### config.mk
export PLATFORM = sky130hd
export DESIGN_NAME = equiv_monitor
export DESIGN_NICKNAME = d
export VERILOG_FILES = /design/src/rtl/equiv_monitor.sv
export SDC_FILE = /design/constraint.sdc
export NUM_CORES = 1
export LEC_CHECK = 0
export ABC_AREA = 1
export CORE_ASPECT_RATIO = 1.5
export CORE_MARGIN = 10
export CORE_UTILIZATION = 35
export CTS_CLUSTER_SIZE = 12
export DETAILED_ROUTE_END_ITERATION = 8
export PLACE_DENSITY = 0.55
export SETUP_SLACK_MARGIN = 0.4
export SLEW_MARGIN = 10
export SYNTH_ARGS = -nofsm -noshare
export SYNTH_HDL_FRONTEND = slang
export SYNTH_SLANG_ARGS = --single-unit
### constraint.sdc
create_clock -name clk -period 1.6 [get_ports clk]
set_input_delay 0.32 -clock clk [delete_from_list [all_inputs] [get_ports clk]]
set_output_delay 0.32 -clock clk [all_outputs]
set_load 0.005 [all_outputs]
### src/rtl/equiv_monitor.sv
// Equivalence monitor: waits a settle window after each stimulus change, then
// compares a reference value against a DUT value bit-for-bit (4-state) and keeps stats.
module equiv_monitor #(
    parameter int WIDTH  = 1,
    parameter int SETTLE = 2,
    parameter int CNT_W  = 8
) (
    input  logic             clk,
    input  logic             rst,
    input  logic             en,
    input  logic             clr,
    input  logic             stim_chg,
    input  logic [WIDTH-1:0] ref_val,
    input  logic [WIDTH-1:0] dut_val,
    output logic             cmp_valid,
    output logic             cmp_same,
    output logic             busy,
    output logic             sticky_fail,
    output logic [CNT_W-1:0] compare_cnt,
    output logic [CNT_W-1:0] mismatch_cnt,
    output logic [1:0]       o_dbg_state
);

    typedef enum logic [1:0] {
        ST_IDLE   = 2'd0,
        ST_ARMED  = 2'd1,
        ST_SETTLE = 2'd2
    } state_t;

    // SETTLE is at most 15, so the window counter never needs more than 4 bits.
    localparam logic [3:0] RELOAD = 4'(SETTLE - 1);

    state_t           r_state;
    state_t           w_state_nxt;
    logic [3:0]       r_cnt;
    logic [3:0]       w_cnt_nxt;
    logic             w_do_cmp;
    logic             w_same;

    logic             r_cmp_valid;
    logic             r_cmp_same;
    logic             r_sticky;
    logic [CNT_W-1:0] r_compare_cnt;
    logic [CNT_W-1:0] r_mismatch_cnt;

    always_ff @(posedge clk) begin
        if (rst) begin
            r_state <= ST_IDLE;
            r_cnt   <= 4'd0;
        end else begin
            r_state <= w_state_nxt;
            r_cnt   <= w_cnt_nxt;
        end
    end

    always_comb begin
        w_state_nxt = r_state;
        w_cnt_nxt   = r_cnt;
        w_do_cmp    = 1'b0;
        case (r_state)
            ST_IDLE: begin
                if (en) begin
                    w_state_nxt = ST_ARMED;
                end
            end
            ST_ARMED: begin
                if (!en) begin
                    w_state_nxt = ST_IDLE;
                end else if (stim_chg) begin
                    w_state_nxt = ST_SETTLE;
                    w_cnt_nxt   = RELOAD;
                end
            end
            ST_SETTLE: begin
                // A new stimulus change restarts the window rather than comparing stale values.
                if (!en) begin
                    w_state_nxt = ST_IDLE;
                    w_cnt_nxt   = 4'd0;
                end else if (stim_chg) begin
                    w_cnt_nxt = RELOAD;
                end else if (r_cnt == 4'd0) begin
                    w_do_cmp    = 1'b1;
                    w_state_nxt = ST_ARMED;
                end else begin
                    w_cnt_nxt = r_cnt - 4'd1;
                end
            end
            default: begin
                w_state_nxt = ST_IDLE;
                w_cnt_nxt   = 4'd0;
            end
        endcase
    end

    // Case equality so that X/Z bits must match exactly, not merely resolve to equal values.
    assign w_same = (ref_val === dut_val);

    always_ff @(posedge clk) begin
        if (rst) begin
            r_cmp_valid    <= 1'b0;
            r_cmp_same     <= 1'b1;
            r_sticky       <= 1'b0;
            r_compare_cnt  <= '0;
            r_mismatch_cnt <= '0;
        end else begin
            r_cmp_valid <= w_do_cmp;
            if (w_do_cmp) begin
                r_cmp_same <= w_same;
            end
            // clr outranks the statistics update of a coincident compare.
            if (clr) begin
                r_sticky       <= 1'b0;
                r_compare_cnt  <= '0;
                r_mismatch_cnt <= '0;
            end else if (w_do_cmp) begin
                if (r_compare_cnt != '1) begin
                    r_compare_cnt <= r_compare_cnt + 1'b1;
                end
                if (!w_same) begin
                    r_sticky <= 1'b1;
                    if (r_mismatch_cnt != '1) begin
                        r_mismatch_cnt <= r_mismatch_cnt + 1'b1;
                    end
                end
            end
        end
    end

    assign cmp_valid    = r_cmp_valid;
    assign cmp_same     = r_cmp_same;
    assign busy         = (r_state == ST_SETTLE);
    assign sticky_fail  = r_sticky;
    assign compare_cnt  = r_compare_cnt;
    assign mismatch_cnt = r_mismatch_cnt;
    assign o_dbg_state  = r_state;

endmodule

==> results.py <==
metrics = {
    "run_status": {
        "status": "finished clean",
    },
    "die": {
        "rows": 29,
        "fp.dieH_microns": 100,
        "initial_utilization_pct": 35.9,
        "die_area_sq_um": 7400,
        "coreArea_sq_um": 4210,
        "fp.dieW_microns": 73.6,
        "ioPinCount": 29,
    },
    "synth": {
        "async_flop_share_pct": 0,
        "ys.flop_type": "dfxtp_1",
        "muxShareOfSynthArea_pct": 0,
        "avgSynthCellArea_sq_um": 6.57,
        "syn_inst": 230,
        "syn_area_sq_um": 1510,
        "synth_top_family_by_area": "simple AND/OR/NAND/NOR gates",
        "synthAdderAreaFrac_pct": 6.63,
        "synth_xor_xnor_area_share_pct": 2.32,
        "synth_edf_count": 0,
        "synth_nets": 245,
        "yosys.area_share.simple_pct": 37.5,
        "synth_compound_area_share_pct": 12.3,
        "ys_ff_latch": 25,
        "synth-seq-area-share_pct": 33.1,
        "synth.yosys.warnings": 0,
        "synth_cell_types": 26,
    },
    "timing": {
        "rsz0062_at_grt": "yes",
        "setup_tns_ns": 0,
        "setup_viol": 0,
        "period_share_pct": 89.8,
        "tightest_slew_ns": 0.329,
        "maxClockFrequency_mhz": 696,
        "finClkSkew_ns": 0.00573,
        "fin_crit_ns": 1.44,
        "maxSlewViolCount": 0,
        "hold_violations": 0,
        "slew_headroom_pct": 78.0,
        "holdWs_ns": 0.480,
    },
    "routing": {
        "top_layer": "met4",
        "ant_nets": 0,
        "vias": 1700,
        "wl_met2_microns": 2670,
        "met3_length_microns": 194,
        "drc": 0,
        "drt_iter0_drc": 88,
        "viasPerCell": 4.78,
        "wl_met1_microns": 1670,
        "wl_per_cell_microns": 12.8,
        "routed_wl_microns": 4570,
        "first_pass_iters": 4,
    },
    "power_and_ir_drop": {
        "p_per_area_nw_per_um2": 1020,
        "power.share.switching_pct": 38.8,
        "total_power_uw": 2680,
        "static-leakage-power_uw": 0.00112,
        "p_comb_share_pct": 57.6,
        "p_sw_uw": 1040,
        "power.internal_uw": 1640,
        "clkPwrFrac_pct": 13.8,
        "ir_drop_v": 0.000836,
        "p_seq_share_pct": 28.6,
    },
    "cts": {
        "cts-root-buf": "clkbuf_8",
        "clockBufferDepth": 2,
        "clk_latency_ns": 0.26,
        "cts_tree": "built",
        "cts_hold_buf": 0,
        "cts.sinks": 25,
        "clk_pin_slew_ns": 0.09,
        "htreeDepth": 1,
        "cts_buffers": 3,
    },
    "critical_path": {
        "cp_max_fo": 5,
        "worstSetupPathType": "reg2reg",
        "cpPeakStageDelay_ns": 0.32,
        "cp.arrival_ns": 1.60,
        "path_cells": "inv_2 > ha_4 > inv_2 > nor2_4 > nand2_2 > nor2_4 > nand2_4 > buf_4 > nand2_1 > a21oi_1",
        "critPathRequiredTime_ns": 1.76,
        "path_depth": 10,
        "critPathBufInv": 3,
        "worstSetupEndpointType": "flop",
        "ff2ff_path_depth": 10,
        "critPathTopFamily": "simple AND/OR/NAND/NOR gates",
        "slowest_stage": "dfxtp_2",
        "startpoint_type": "flop",
    },
    "final_layout": {
        "finalNetCount": 326,
        "drive_gt1_share_pct": 45.5,
        "insertedDiodeCount": 0,
        "stdcell_count": 356,
        "syn_to_final_growth_pct": 73.6,
        "design_area_sq_um": 2620,
    },
    "hold_path": {
        "hold_depth": 2,
        "hold_path.class": "reg2reg",
    },
    "grt": {
        "grt_pass1_vias": 1788,
        "grt_pass1_wl_microns": 7490,
        "grtUsageTotal_pct": 12.1,
        "grt_max_degree": 14,
        "grt_overflow": 0,
        "antenna_found_initial": 0,
    },
    "placement": {
        "placed_cell_area_sq_um": 2000,
        "place_inst": 314,
        "port_buffers": 28,
        "gp_congestion": 0.825,
        "hpwl_microns": 2980,
    },
    "run": {
        "cap_viol_max_count": 0,
    },
}
placed cells by master (no fill, tap or decap), types with 2 or more instances in the layout:
| cell | synthesis | routed |
|---|---|---|
| dfxtp_1 | 25 | 4 |
| inv_1 | 28 | 22 |
| o21ai_1 | 2 | 3 |
| nor2_4 | 3 | 5 |
| nor2_2 | 3 | 2 |
| buf_12 | 0 | 2 |
| clkdlybuf4s50_1 | 0 | 4 |
| nor2_1 | 25 | 24 |
| xor2_1 | 2 | 2 |
| nand2_1 | 70 | 56 |
| nand3_2 | 2 | 3 |
| dfxtp_2 | 0 | 9 |
| inv_4 | 1 | 2 |
| clkbuf_8 | 0 | 3 |
| nand2_4 | 1 | 5 |
| buf_6 | 0 | 9 |
| nand2_2 | 4 | 14 |
| inv_2 | 2 | 5 |
| nand3_1 | 15 | 11 |
| ha_4 | 0 | 5 |
| clkdlybuf4s15_1 | 0 | 14 |
| o21ai_0 | 10 | 5 |
| dlygate4sd2_1 | 0 | 5 |
| a21oi_1 | 18 | 10 |
| nand3_4 | 0 | 3 |
| buf_4 | 0 | 39 |
| xnor2_1 | 2 | 2 |
| inv_8 | 0 | 2 |
| dfxtp_4 | 0 | 12 |
| nand3b_1 | 2 | 2 |
| ha_1 | 8 | 2 |
| clkbuf_2 | 0 | 3 |
| a21oi_2 | 1 | 8 |
| o21ai_2 | 0 | 4 |
synthesized netlist by cell type (2+ instances only):
| master | count | area (sq um) |
|---|---|---|
| dfxtp_1 | 25 | 500 |
| nand3b_1 | 2 | 15.0 |
| a21oi_1 | 18 | 90.1 |
| nand3_2 | 2 | 20.0 |
| nor2_4 | 3 | 33.8 |
| o21ai_1 | 2 | 10.0 |
| inv_2 | 2 | 7.51 |
| xor2_1 | 2 | 17.5 |
| nor2_2 | 3 | 18.8 |
| nand2_1 | 70 | 263 |
| xnor2_1 | 2 | 17.5 |
| nor2_1 | 25 | 93.8 |
| nand2_2 | 4 | 25.0 |
| inv_1 | 28 | 105 |
| ha_1 | 8 | 100 |
| o21ai_0 | 10 | 50.1 |
| nand3_1 | 15 | 75.1 |
tightest hold or removal path: cells and delay by family, from the launching register on:
kind          cells  cell delay, ns
flops             1            0.33
simple gates      2            0.12
registers in the layout, summed over array words and instances (netlist names):
name / count
compare_cnt: 8
mismatch_cnt: 8
r_cnt: 4
o_dbg_state: 2
cmp_same: 1
cmp_valid: 1
sticky_fail: 1
cell families (layout without fill, tap and decap cells):
kind of cell	Yosys count	after routing
compound gates	34	34
xor+xnor	4	4
fa+ha+maj	8	8
buf+inv	32	111
flops	25	25
simple gates	127	128
layout make-up:
type                       count  area, sq um
clock buffer                   4         45.0
fill                         386         1590
inverter                      31          136
multi-input combinational    174         1150
sequential                    25          557
tap                           46         57.6
timing repair buffer          76          673
power groups by stage:
stage | logic [uW] | clock network, uW | registers [uW]
after floorplan | 632 | 0 | 775
after global placement | 881 | 0 | 787
after detailed placement | 877 | 0 | 785
after CTS | 1220 | 388 | 756
after global routing | 1670 | 411 | 775
final | 1540 | 370 | 767
layer usage:
layer	vias to the layer above	GRT usage [%]
li1	888	-
met1	786	11.9
met2	24	23.7
met3	2	2.66
met4	0	3.60
met5	-	0
worst paths after layout:
| check | slack, ns | to | startpoint |
|---|---|---|---|
| min | 0.48 | sticky_fail | sticky_fail |
| min reg2reg | 0.48 | sticky_fail | sticky_fail |
| max | 0.16 | compare_cnt[7] | r_cnt[1] |
| max reg2reg | 0.16 | compare_cnt[7] | r_cnt[1] |
per-stage QoR:
step	worst slack (ns)	util, %
4_1_cts	0.174	58.4
6_report	0.163	62.3
5_1_grt	0.0448	62.3
3_3_place_gp	-0.169	47.4
3_5_place_dp	-0.144	47.4
2_1_floorplan	0.307	-
what timing repair did:
item | CTS | global route
gates cloned | 1 | 0
setup endpoints to repair | 46 | 39
gates resized for setup | 91 | 51
endpoints found under the hold margin | 0 | 0
buffers inserted | 31 | 6
pin swaps | 22 | 20
Power figures use the tool's default switching activity.
